### config.mk
export PLATFORM = sky130hd
export DESIGN_NAME = fetch_stage_flat
export DESIGN_NICKNAME = d
export VERILOG_FILES = /design/src/rtl/fetch_stage_if.sv /design/src/rtl/fetch_stage.sv /design/src/flat_wrapper.sv
export SDC_FILE = /design/constraint.sdc
export NUM_CORES = 1
export LEC_CHECK = 0
export CAP_MARGIN = 20
export CORE_ASPECT_RATIO = 2
export CORE_MARGIN = 3
export CORE_UTILIZATION = 30
export DETAILED_ROUTE_END_ITERATION = 7
export GPL_ROUTABILITY_DRIVEN = 0
export PLACE_DENSITY_LB_ADDON = 0.2
export SKIP_CTS_REPAIR_TIMING = 1
export SLEW_MARGIN = 20
export SYNTH_ARGS = -nofsm -noshare
export SYNTH_HDL_FRONTEND = slang
export SYNTH_SLANG_ARGS = --single-unit
### constraint.sdc
create_clock -name clk -period 3.1 [get_ports clk]
set_input_delay 0.62 -clock clk [delete_from_list [all_inputs] [get_ports clk]]
set_output_delay 0.62 -clock clk [all_outputs]
set_load 0.02 [all_outputs]
### src/rtl/fetch_stage_if.sv
`default_nettype none
// ============================================================================
// Module   : fetch_stage_if
// Purpose  : Bundles the fetch-stage control inputs, the instruction-memory
//            port and the IF/ID pipeline outputs into one interface.
// Ports    : stall, flush, redirect_valid, redirect_pc   (control -> fetch)
//            imem_addr (fetch -> imem), imem_data (imem -> fetch)
//            ifid_instr, ifid_pc_plus4, ifid_valid, halted (fetch -> ID)
//            perf_cycles, perf_bubbles (only with FETCH_PERF_EN defined)
// Modports : slave  = the fetch stage itself
//            master = the surrounding core / environment
// Revision : 1.0  initial release
// ============================================================================
interface fetch_stage_if;
  logic        stall;
  logic        flush;
  logic        redirect_valid;
  logic [31:0] redirect_pc;
  logic [31:0] imem_addr;
  logic [31:0] imem_data;
  logic [31:0] ifid_instr;
  logic [31:0] ifid_pc_plus4;
  logic        ifid_valid;
  logic        halted;
`ifdef FETCH_PERF_EN
  logic [31:0] perf_cycles;
  logic [31:0] perf_bubbles;
`endif

  modport slave (
    input  stall, flush, redirect_valid, redirect_pc, imem_data,
    output imem_addr, ifid_instr, ifid_pc_plus4, ifid_valid, halted
`ifdef FETCH_PERF_EN
    , output perf_cycles, perf_bubbles
`endif
  );

  modport master (
    output stall, flush, redirect_valid, redirect_pc, imem_data,
    input  imem_addr, ifid_instr, ifid_pc_plus4, ifid_valid, halted
`ifdef FETCH_PERF_EN
    , input perf_cycles, perf_bubbles
`endif
  );
endinterface
`default_nettype wire

### src/rtl/fetch_stage.sv
`default_nettype none
// ============================================================================
// Module   : fetch_stage
// Purpose  : IF stage plus IF/ID pipeline register of the five-stage MIPS
//            core. Holds the PC, applies stall/flush/redirect, and on the
//            program-end word drains ID..WB before raising halted.
// Ports    : clk    - core clock, rising edge
//            reset  - synchronous, active-high
//            bus    - fetch_stage_if.slave (control, imem port, IF/ID outputs)
// Options  : FETCH_PERF_EN - adds perf_cycles / perf_bubbles counters
// Revision : 1.0  initial release
// ============================================================================
module fetch_stage #(
  parameter logic [31:0] RESET_PC     = 32'h0000_0000,
  parameter logic [31:0] HALT_INSTR   = 32'hFFFF_FFFF,
  parameter int          DRAIN_CYCLES = 4
) (
  input  logic         clk,
  input  logic         reset,
  fetch_stage_if.slave bus
);

  localparam int CNT_W = (DRAIN_CYCLES > 1) ? $clog2(DRAIN_CYCLES) : 1;
  localparam logic [CNT_W-1:0] CNT_RELOAD = CNT_W'(DRAIN_CYCLES - 1);

  localparam logic [1:0] S_RUN    = 2'd0;
  localparam logic [1:0] S_DRAIN  = 2'd1;
  localparam logic [1:0] S_HALTED = 2'd2;

  logic [1:0]       state, state_nxt;
  logic [31:0]      pc, pc_nxt;
  logic [31:0]      instr, instr_nxt;
  logic [31:0]      pc4, pc4_nxt;
  logic             valid, valid_nxt;
  logic [CNT_W-1:0] cnt, cnt_nxt;
  logic             bubble;

  logic [31:0] pc_plus4;
  logic [31:0] redir_target;
  logic        normal;
  logic        is_halt;

  assign pc_plus4     = pc + 32'd4;
  assign redir_target = {bus.redirect_pc[31:2], 2'b00};
  assign normal       = !bus.redirect_valid && !bus.flush && !bus.stall;
  assign is_halt      = (bus.imem_data == HALT_INSTR);

  // State and datapath register
  always_ff @(posedge clk) begin
    if (reset) begin
      state <= S_RUN;
      pc    <= RESET_PC;
      instr <= 32'd0;
      pc4   <= 32'd0;
      valid <= 1'b0;
      cnt   <= '0;
    end else begin
      state <= state_nxt;
      pc    <= pc_nxt;
      instr <= instr_nxt;
      pc4   <= pc4_nxt;
      valid <= valid_nxt;
      cnt   <= cnt_nxt;
    end
  end

  // Next-state logic
  always_comb begin
    state_nxt = state;
    case (state)
      S_RUN: begin
        if (normal && is_halt) state_nxt = S_DRAIN;
      end
      S_DRAIN: begin
        // A redirect here means the halt word was on a wrong path.
        if (bus.redirect_valid)              state_nxt = S_RUN;
        else if (!bus.stall && cnt == '0)    state_nxt = S_HALTED;
      end
      S_HALTED: state_nxt = S_HALTED;
      default:  state_nxt = S_RUN;
    endcase
  end

  // Output / datapath next-value logic
  always_comb begin
    pc_nxt    = pc;
    instr_nxt = instr;
    pc4_nxt   = pc4;
    valid_nxt = valid;
    cnt_nxt   = cnt;
    bubble    = 1'b0;
    case (state)
      S_RUN: begin
        if (bus.redirect_valid) begin
          pc_nxt = redir_target;
          bubble = 1'b1;
        end else if (bus.flush) begin
          bubble = 1'b1;
          if (!bus.stall) pc_nxt = pc_plus4;
        end else if (bus.stall) begin
          // hold PC and IF/ID
        end else if (is_halt) begin
          // The halt word itself is never passed to decode.
          bubble  = 1'b1;
          cnt_nxt = CNT_RELOAD;
        end else begin
          pc_nxt    = pc_plus4;
          instr_nxt = bus.imem_data;
          pc4_nxt   = pc_plus4;
          valid_nxt = 1'b1;
        end
      end
      S_DRAIN: begin
        bubble = 1'b1;
        if (bus.redirect_valid)            pc_nxt  = redir_target;
        else if (!bus.stall && cnt != '0)  cnt_nxt = cnt - 1'b1;
      end
      default: begin
        // HALTED: everything frozen until reset
      end
    endcase
    if (bubble) begin
      instr_nxt = 32'd0;
      valid_nxt = 1'b0;
    end
  end

  assign bus.imem_addr     = pc;
  assign bus.ifid_instr    = instr;
  assign bus.ifid_pc_plus4 = pc4;
  assign bus.ifid_valid    = valid;
  assign bus.halted        = (state == S_HALTED);

`ifdef FETCH_PERF_EN
  logic [31:0] perf_cycles, perf_bubbles;

  always_ff @(posedge clk) begin
    if (reset) begin
      perf_cycles  <= 32'd0;
      perf_bubbles <= 32'd0;
    end else if (state != S_HALTED) begin
      perf_cycles <= perf_cycles + 32'd1;
      if (bubble) perf_bubbles <= perf_bubbles + 32'd1;
    end
  end

  assign bus.perf_cycles  = perf_cycles;
  assign bus.perf_bubbles = perf_bubbles;
`endif

endmodule
`default_nettype wire

### src/flat_wrapper.sv
// flat-port wrapper written by rule: the top's interface ports become plain ports
module fetch_stage_flat 
#(
  parameter logic [31:0] RESET_PC     = 32'h0000_0000,
  parameter logic [31:0] HALT_INSTR   = 32'hFFFF_FFFF,
  parameter int          DRAIN_CYCLES = 4
)
  (clk, reset, bus_stall, bus_flush, bus_redirect_valid, bus_redirect_pc, bus_imem_data, bus_imem_addr, bus_ifid_instr, bus_ifid_pc_plus4, bus_ifid_valid, bus_halted);
  fetch_stage_if bus_i ();
  input  logic clk;
  input  logic reset;
  input wire logic [$bits(bus_i.stall)-1:0] bus_stall;
  input wire logic [$bits(bus_i.flush)-1:0] bus_flush;
  input wire logic [$bits(bus_i.redirect_valid)-1:0] bus_redirect_valid;
  input wire logic [$bits(bus_i.redirect_pc)-1:0] bus_redirect_pc;
  input wire logic [$bits(bus_i.imem_data)-1:0] bus_imem_data;
  output wire logic [$bits(bus_i.imem_addr)-1:0] bus_imem_addr;
  output wire logic [$bits(bus_i.ifid_instr)-1:0] bus_ifid_instr;
  output wire logic [$bits(bus_i.ifid_pc_plus4)-1:0] bus_ifid_pc_plus4;
  output wire logic [$bits(bus_i.ifid_valid)-1:0] bus_ifid_valid;
  output wire logic [$bits(bus_i.halted)-1:0] bus_halted;
  assign bus_i.stall = bus_stall;
  assign bus_i.flush = bus_flush;
  assign bus_i.redirect_valid = bus_redirect_valid;
  assign bus_i.redirect_pc = bus_redirect_pc;
  assign bus_i.imem_data = bus_imem_data;
  assign bus_imem_addr = bus_i.imem_addr;
  assign bus_ifid_instr = bus_i.ifid_instr;
  assign bus_ifid_pc_plus4 = bus_i.ifid_pc_plus4;
  assign bus_ifid_valid = bus_i.ifid_valid;
  assign bus_halted = bus_i.halted;
  fetch_stage #(.RESET_PC(RESET_PC), .HALT_INSTR(HALT_INSTR), .DRAIN_CYCLES(DRAIN_CYCLES)) u_core (.clk(clk), .reset(reset), .bus(bus_i));
endmodule
==> impl_metrics.prom, run 1 <==
# TYPE chip_impl_metric gauge
chip_impl_info{name="run_status",value="finished clean"} 1
chip_impl_metric{name="insertion_delay",unit="ns"} 0.35
chip_impl_metric{name="rows",unit=""} 64
chip_impl_info{name="root_buffer",value="clkbuf_16"} 1
chip_impl_info{name="critical_path.reg2reg.startpoint",value="u_core.bus.imem_addr[5]"} 1
chip_impl_metric{name="netlist_instances",unit=""} 546
chip_impl_info{name="hold_class",value="flop to flop"} 1
chip_impl_metric{name="finalSetupViolations",unit=""} 0
chip_impl_metric{name="final_period_minus_worst_setup_slack",unit="ns"} 2.510
chip_impl_info{name="slowest_stage",value="clkdlybuf4s50_1"} 1
chip_impl_metric{name="worst_ep_required_time",unit="ns"} 3.32
chip_impl_metric{name="area.growth.synth_to_final",unit="%"} 43.74
chip_impl_info{name="timing.critical_path.from_type",value="input port"} 1
chip_impl_metric{name="cts_buffers",unit=""} 9
chip_impl_info{name="capture_point_of_the_worst_reg_to_reg_path",value="u_core.bus.imem_addr[19]"} 1
chip_impl_metric{name="io_pins",unit=""} 167
chip_impl_info{name="worst_setup_path_endpoint",value="u_core.bus.ifid_instr[18]"} 1
chip_impl_metric{name="layout_worst_path_cycle_share",unit=""} 0.8098
chip_impl_metric{name="ys_async_sr_fraction",unit=""} 0
chip_impl_info{name="dominant_synthesized_flop_cell",value="dfxtp_1"} 1
chip_impl_metric{name="hpwl",unit="um"} 10930
chip_impl_metric{name="drc_errors",unit=""} 0
chip_impl_metric{name="die_width",unit="um"} 94.69
chip_impl_metric{name="peakVddDrop",unit="mV"} 0.2289
chip_impl_info{name="commonest_non_fill_non_tap_cell_in_the_layout",value="clkdlybuf4s50_1"} 1
chip_impl_metric{name="avgRoutedWirePerCell",unit="um"} 16.70
chip_impl_metric{name="synth-edff-count",unit=""} 0
chip_impl_metric{name="power.total",unit="W"} 0.003075
chip_impl_info{name="endpoint_kind",value="flop"} 1
chip_impl_metric{name="relSlewSlack",unit=""} 0.5209
chip_impl_metric{name="cts-root-to-sink-buffers",unit=""} 2
chip_impl_metric{name="io_buffers",unit=""} 160
chip_impl_metric{name="ys_seq_area_frac",unit=""} 0.4115
chip_impl_metric{name="cts_num_sinks",unit=""} 97
chip_impl_metric{name="synthesis.area",unit="um2"} 4720
chip_impl_info{name="timing.critical_path.max_delay_family",value="buffers and inverters"} 1
chip_impl_metric{name="antenna-diode-count",unit=""} 0
chip_impl_metric{name="path_buf_inv",unit=""} 3
chip_impl_metric{name="final-max-slew-violation-count",unit=""} 0
chip_impl_metric{name="leakagePower",unit="nW"} 2.194
chip_impl_metric{name="setup.reg_to_reg.worst_slack",unit="ns"} 0.72
chip_impl_metric{name="cp_slowest_stage_delay",unit="ns"} 0.51
chip_impl_metric{name="initialDrtViolationCount",unit=""} 163
chip_impl_metric{name="worst_pin_slew",unit="ns"} 0.7186
chip_impl_metric{name="timing.critical_path.fanout_max",unit=""} 17
chip_impl_info{name="critical_path.cell_chain",value="clkdlybuf4s50_1 > or3_1 > a2111oi_2 > buf_4 > buf_4 > mux2i_1 > nor2_1"} 1
chip_impl_info{name="timing.critical_path.from",value="bus_redirect_valid"} 1
chip_impl_metric{name="fraction_of_final_layout_cells_sized_beyond_drive_strength_1",unit=""} 0.06259
chip_impl_metric{name="core",unit="um2"} 15370
chip_impl_metric{name="finalWirelength",unit="um"} 14780
chip_impl_metric{name="chipHeight",unit="um"} 183.4
chip_impl_metric{name="tns",unit="ns"} 0
chip_impl_metric{name="postSynthAreaPerCell",unit="um2"} 8.644
chip_impl_metric{name="worst_r2r_path_depth",unit=""} 5
chip_impl_metric{name="total_grt_overflow",unit=""} 0
chip_impl_metric{name="power_per_unit_of_standard_cell_area",unit="nW/um2"} 453.3
chip_impl_info{name="rsz0062_at_grt",value="no"} 1
chip_impl_metric{name="globalRouteTotalUtil",unit=""} 0.1720
chip_impl_metric{name="number_of_antenna_violations_at_the_first_check_in_global_routing",unit=""} 0
chip_impl_metric{name="worst_setup_hold_path_clk_slew",unit="ns"} 0.07
chip_impl_metric{name="final_antenna_net_count",unit=""} 0
chip_impl_metric{name="critPathArrivalTime",unit="ns"} 2.73
chip_impl_info{name="worst-setup-path-type",value="input port to flop"} 1
chip_impl_metric{name="max_cap_violations",unit=""} 0
chip_impl_metric{name="dieArea",unit="um2"} 17360
chip_impl_metric{name="critical_path_cell_count",unit=""} 7
chip_impl_info{name="cts_tree",value="yes"} 1
chip_impl_metric{name="ffs_latches_synth",unit=""} 97
chip_impl_info{name="layout.cells.most_common_list",value="clkdlybuf4s50_1 (159), dfxtp_1 (97), nor2_1 (81), mux2i_1 (34), a21oi_1 (31)"} 1
chip_impl_metric{name="vias",unit=""} 4592
chip_impl_metric{name="detailedRoute.firstPassIterationCount",unit=""} 5
chip_impl_metric{name="timing.fmax",unit="GHz"} 0.3983
chip_impl_metric{name="route.detailed.vias_per_inst",unit=""} 5.189
chip_impl_metric{name="synthDistinctLibCells",unit=""} 56
chip_impl_metric{name="initial_core_util",unit=""} 0.3070
chip_impl_metric{name="vias_in_the_first_global_route",unit=""} 4635
chip_impl_metric{name="final_hold_fails",unit=""} 0
chip_impl_metric{name="clock_tree.htree_level_count",unit=""} 3
chip_impl_metric{name="grt_first_pass_wirelength",unit="um"} 23720
chip_impl_metric{name="synth.yosys.warnings",unit=""} 0
chip_impl_metric{name="largest_net_degree_at_the_start_of_global_routing",unit=""} 70
chip_impl_info{name="critPathMostFrequentCell",value="buf_4"} 1
chip_impl_metric{name="finalClockSkew",unit="ns"} 0.007477
chip_impl_metric{name="final_stage_net_count",unit=""} 753
## worst min-delay path: stages (launching register included)
cell and delay [ns]:
dfxtp_1 0.33, nor2_1 0.05, nor2_1 0.07
## cell usage after synthesis (all sizes together), types with 4 or more instances
cell type,number,area [um2]
buf,26,167.7
o21ai,6,30.02
inv,4,15.01
a211oi,26,195.2
nand2,26,97.59
nor2,82,307.8
o221ai,6,52.55
nand4,16,115.1
clkbuf,27,102.6
xnor2,13,113.9
mux2i,34,340.3
nor4,7,56.30
dfxtp,97,1942
xor2,12,105.1
nand3,28,140.1
a21oi,32,163.9
nand2b,10,62.56
and4,9,78.83
nor3,17,85.08
o32ai,12,105.1
a211o,4,35.03
a311oi,4,35.03
## kinds of logic (layout without fill, tap and decap cells)
kind of cell / after synthesis / after routing / synth area share
AND/OR/NAND/NOR: 215 / 215 / 0.2296
AO/OA/AOI/OAI: 113 / 113 / 0.1707
flip-flops: 97 / 97 / 0.4115
buffers and inverters: 58 / 196 / 0.06124
multiplexers: 35 / 35 / 0.07450
XOR/XNOR: 25 / 25 / 0.04639
adder cells (fa/ha/maj): 2 / 2 / 0.005301
other: 1 / 4 / 0.0007946
## sequential cells by signal, indices dropped and copies added, names as in the netlist
| name | cells |
|---|---|
| u_core.bus.ifid_pc_plus4 | 30 |
| u_core.state | 2 |
| u_core.bus.ifid_instr | 32 |
| u_core.cnt | 2 |
| u_core.bus.imem_addr | 30 |
| u_core.bus.ifid_valid | 1 |
## how the worst min path moves through the flow
stage / startpoint / to / slack, ns / depth (start not counted)
4_1_cts: u_core.bus.ifid_valid / u_core.bus.ifid_valid / 0.49 / 2
3_5_place_dp: u_core.bus.ifid_valid / u_core.bus.ifid_valid / 0.47 / 2
2_1_floorplan: u_core.cnt[0] / u_core.cnt[0] / 0.49 / 2
5_1_grt: u_core.bus.ifid_pc_plus4[31] / u_core.bus.ifid_pc_plus4[31] / 0.52 / 2
6_report: u_core.bus.ifid_valid / u_core.bus.ifid_valid / 0.48 / 2
3_3_place_gp: u_core.bus.ifid_valid / u_core.bus.ifid_valid / 0.46 / 2
## power by group
part	switching (W)	internal [W]	leakage, nW
clock network	0.000505	0.000738	0.161
logic	0.000237	0.000241	1.24
registers	0.0000601	0.00129	0.791
## through the flow
stage	cell area, um2	setup WS (ns)	hold WS (ns)	utilization	instances
floorplan	4731	0.9944	0.4936	-	549
global placement	6455	0.2556	0.4562	0.4198	869
detailed placement	6455	0.2002	0.4663	0.4198	869
CTS	6784	0.5654	0.4855	0.4412	885
global route	6784	0.4021	0.5159	0.4412	885
finish	6784	0.5895	0.4772	0.4412	885
## metal layers
| metal | global-route usage | wire (um) |
|---|---|---|
| met1 | 0.1895 | 5580 |
| met2 | 0.3063 | 7907 |
| met4 | 0.07056 | 345 |
| met3 | 0.04475 | 944 |
| met5 | 0 | 0 |
## final cells by class
cell class                      instances  area (um2)
Tap cell                              198       247.7
Inverter                                5       18.77
Timing Repair Buffer                  175        1734
Sequential cell                        97        1942
Multi-Input combinational cell        394        2512
Fill cell                            1555        8591
Clock inverter                          5       86.33
Clock buffer                           11       242.7
(Power assumes the default switching activity.)
==> inputs of run 2 (changes only) <==
- clock period: 3.1 -> 2.4 ns (I/O delays scaled with it)
==> impl_metrics.prom, run 2 (synthesis results as in run 1) <==
# TYPE chip_impl_metric gauge
chip_impl_metric{name="io_pins",unit=""} 167
chip_impl_metric{name="worst_slack_at_placement",unit="ns"} -0.1736
chip_impl_metric{name="final_critical_path_setup_slack",unit="ns"} 0.1853
chip_impl_metric{name="finalSetupViolations",unit=""} 0
chip_impl_metric{name="critPathArrivalTime",unit="ns"} 1.73
chip_impl_metric{name="power_per_unit_of_standard_cell_area",unit="nW/um2"} 558.8
chip_impl_metric{name="fin_util",unit=""} 0.4596
chip_impl_metric{name="insertion_delay",unit="ns"} 0.34
chip_impl_metric{name="core",unit="um2"} 15370
chip_impl_info{name="worst-setup-path-type",value="flop to output port"} 1
chip_impl_metric{name="cts_buffers",unit=""} 9
chip_impl_metric{name="worst_ep_required_time",unit="ns"} 1.92
chip_impl_metric{name="drc_errors",unit=""} 0
chip_impl_metric{name="finalWirelength",unit="um"} 15020
chip_impl_metric{name="finalClockSkew",unit="ns"} 0.009996
chip_impl_metric{name="min_path_cells",unit=""} 2
chip_impl_metric{name="area.growth.synth_to_final",unit="%"} 49.71
chip_impl_metric{name="route.detailed.vias_per_inst",unit=""} 5.127
chip_impl_metric{name="power_switching_share",unit=""} 0.2584
chip_impl_info{name="layout.cells.most_common_list",value="clkdlybuf4s50_1 (159), dfxtp_1 (97), nor2_1 (81), buf_4 (45), mux2i_1 (34)"} 1
chip_impl_metric{name="register_area",unit="um2"} 1942
chip_impl_metric{name="max_cap_violations",unit=""} 0
chip_impl_metric{name="vias_in_the_first_global_route",unit=""} 4647
chip_impl_metric{name="peakVddDrop",unit="mV"} 0.3550
chip_impl_metric{name="share_seq_of_total_power",unit=""} 0.439
chip_impl_metric{name="largest_register_ff_count",unit=""} 32
chip_impl_metric{name="fraction_of_final_layout_cells_sized_beyond_drive_strength_1",unit=""} 0.1068
chip_impl_info{name="endpoint_kind",value="output port"} 1
chip_impl_metric{name="final_period_minus_worst_setup_slack",unit="ns"} 2.215
chip_impl_metric{name="worst_setup_hold_path_clk_slew",unit="ns"} 0.07
chip_impl_metric{name="antenna-diode-count",unit=""} 0
chip_impl_info{name="slowest_stage",value="clkdlybuf4s50_1"} 1
chip_impl_metric{name="fillCellCount",unit=""} 1560
chip_impl_metric{name="timing.critical_path.fanout_max",unit=""} 10
chip_impl_metric{name="power.share.clock",unit=""} 0.390
chip_impl_metric{name="detailedRoute.firstPassIterationCount",unit=""} 4
chip_impl_metric{name="cts_num_sinks",unit=""} 97
chip_impl_metric{name="comb_power_share",unit=""} 0.171
chip_impl_metric{name="total_switching_power",unit="W"} 0.001020
chip_impl_info{name="root_buffer",value="clkbuf_16"} 1
chip_impl_metric{name="relSlewSlack",unit=""} 0.5069
chip_impl_metric{name="initialDrtViolationCount",unit=""} 214
chip_impl_metric{name="final_hold_fails",unit=""} 0
chip_impl_metric{name="io_buffers",unit=""} 160
chip_impl_metric{name="leakagePower",unit="nW"} 2.368
chip_impl_metric{name="die_width",unit="um"} 94.69
chip_impl_info{name="commonest_non_fill_non_tap_cell_in_the_layout",value="clkdlybuf4s50_1"} 1
chip_impl_metric{name="clock_tree.htree_level_count",unit=""} 3
chip_impl_metric{name="number_of_antenna_violations_at_the_first_check_in_global_routing",unit=""} 0
chip_impl_metric{name="initial_core_util",unit=""} 0.3070
chip_impl_metric{name="cts-root-to-sink-buffers",unit=""} 2
chip_impl_metric{name="rows",unit=""} 64
chip_impl_metric{name="final_antenna_net_count",unit=""} 0
chip_impl_info{name="critical_path.cell_chain",value="nor2b_1 > clkdlybuf4s50_1"} 1
chip_impl_metric{name="final_stage_net_count",unit=""} 788
chip_impl_metric{name="avgRoutedWirePerCell",unit="um"} 16.34
chip_impl_metric{name="cp_slowest_stage_delay",unit="ns"} 0.64
chip_impl_metric{name="timing.fmax",unit="GHz"} 0.4515
chip_impl_metric{name="globalRouteTotalUtil",unit=""} 0.1723
chip_impl_metric{name="worst_pin_slew",unit="ns"} 0.7396
chip_impl_metric{name="worst_r2r_path_depth",unit=""} 5
chip_impl_info{name="rsz0062_at_grt",value="no"} 1
chip_impl_info{name="hold_class",value="flop to flop"} 1
chip_impl_info{name="cts_tree",value="yes"} 1
chip_impl_metric{name="final-max-slew-violation-count",unit=""} 0
chip_impl_metric{name="combined_area_of_the_multi_input_logic_cells",unit="um2"} 2512
chip_impl_metric{name="vias",unit=""} 4712
chip_impl_info{name="timing.critical_path.from_type",value="flop"} 1
chip_impl_metric{name="total_grt_overflow",unit=""} 0
chip_impl_metric{name="largest_net_degree_at_the_start_of_global_routing",unit=""} 70
chip_impl_info{name="run_status",value="finished clean"} 1
chip_impl_metric{name="chipHeight",unit="um"} 183.4
chip_impl_metric{name="power_report.internal_total",unit="W"} 0.002928
chip_impl_metric{name="grt_first_pass_wirelength",unit="um"} 23540
chip_impl_metric{name="layout_worst_path_cycle_share",unit=""} 0.9228
chip_impl_metric{name="hpwl",unit="um"} 11410
chip_impl_metric{name="dieArea",unit="um2"} 17360
-- run 2: changes by cell type in the layout (fill, tap and decap cells not counted), sizes merged --
cell	delta
clkinv	+1
clkbuf	-1
buf	+35
inv	-2
clkinvlp	+1
-- run 2: power by group through the flow --
| stage | clock network [W] | logic [W] | registers, W |
|---|---|---|---|
| floorplan | 0 | 0.000253 | 0.00184 |
| global placement | 0 | 0.000670 | 0.00177 |
| detailed placement | 0 | 0.000677 | 0.00177 |
| CTS | 0.00160 | 0.000679 | 0.00173 |
| global route | 0.00164 | 0.000723 | 0.00174 |
| finish | 0.00154 | 0.000674 | 0.00173 |
-- run 2: cell type report --
class / instances / area share
clock inverters: 5 / 0.01151
clock buffers: 10 / 0.03241
repair buffers: 210 / 0.2879
inverters: 5 / 0.002656
multi-input cells: 394 / 0.3556
flip-flops and latches: 97 / 0.2748
well taps: 198 / 0.03506
-- run 2: worst max-delay path: cells and delay by family, from the launching register on --
| kind | cells | cell delay, ns |
|---|---|---|
| AND/OR/NAND/NOR | 1 | 0.21 |
| flip-flops | 1 | 0.54 |
| buffers and inverters | 1 | 0.64 |
-- run 2: path summary, 6_finish.rpt --
kind / startpoint / to / slack (ns)
min reg2reg: u_core.bus.ifid_valid / u_core.bus.ifid_valid / 0.49
max reg2reg: u_core.bus.imem_addr[7] / u_core.bus.imem_addr[19] / 0.30
min: u_core.bus.ifid_valid / u_core.bus.ifid_valid / 0.49
max: u_core.state[1] / bus_halted / 0.19
-- run 2: metal layers --
metal  GRT usage  up-vias  routed length, um
met5           0        -                  0
met4     0.05495        0                252
met3     0.04392       17               1009
met2      0.3337      145               8242
met1      0.1730     2231               5513
li1            -     2319                  -
-- run 2: stage by stage --
step | hold WS (ns) | cells | cell area, um2 | total power, W | TNS [ns]
2_1_floorplan | 0.4936 | 549 | 4731 | 0.002088 | 0
3_3_place_gp | 0.4538 | 904 | 6755 | 0.002439 | -3.277
3_5_place_dp | 0.4828 | 904 | 6755 | 0.002448 | -5.312
4_1_cts | 0.5001 | 919 | 7066 | 0.004011 | 0
5_1_grt | 0.5106 | 919 | 7066 | 0.004112 | 0
6_report | 0.4865 | 919 | 7066 | 0.003948 | 0
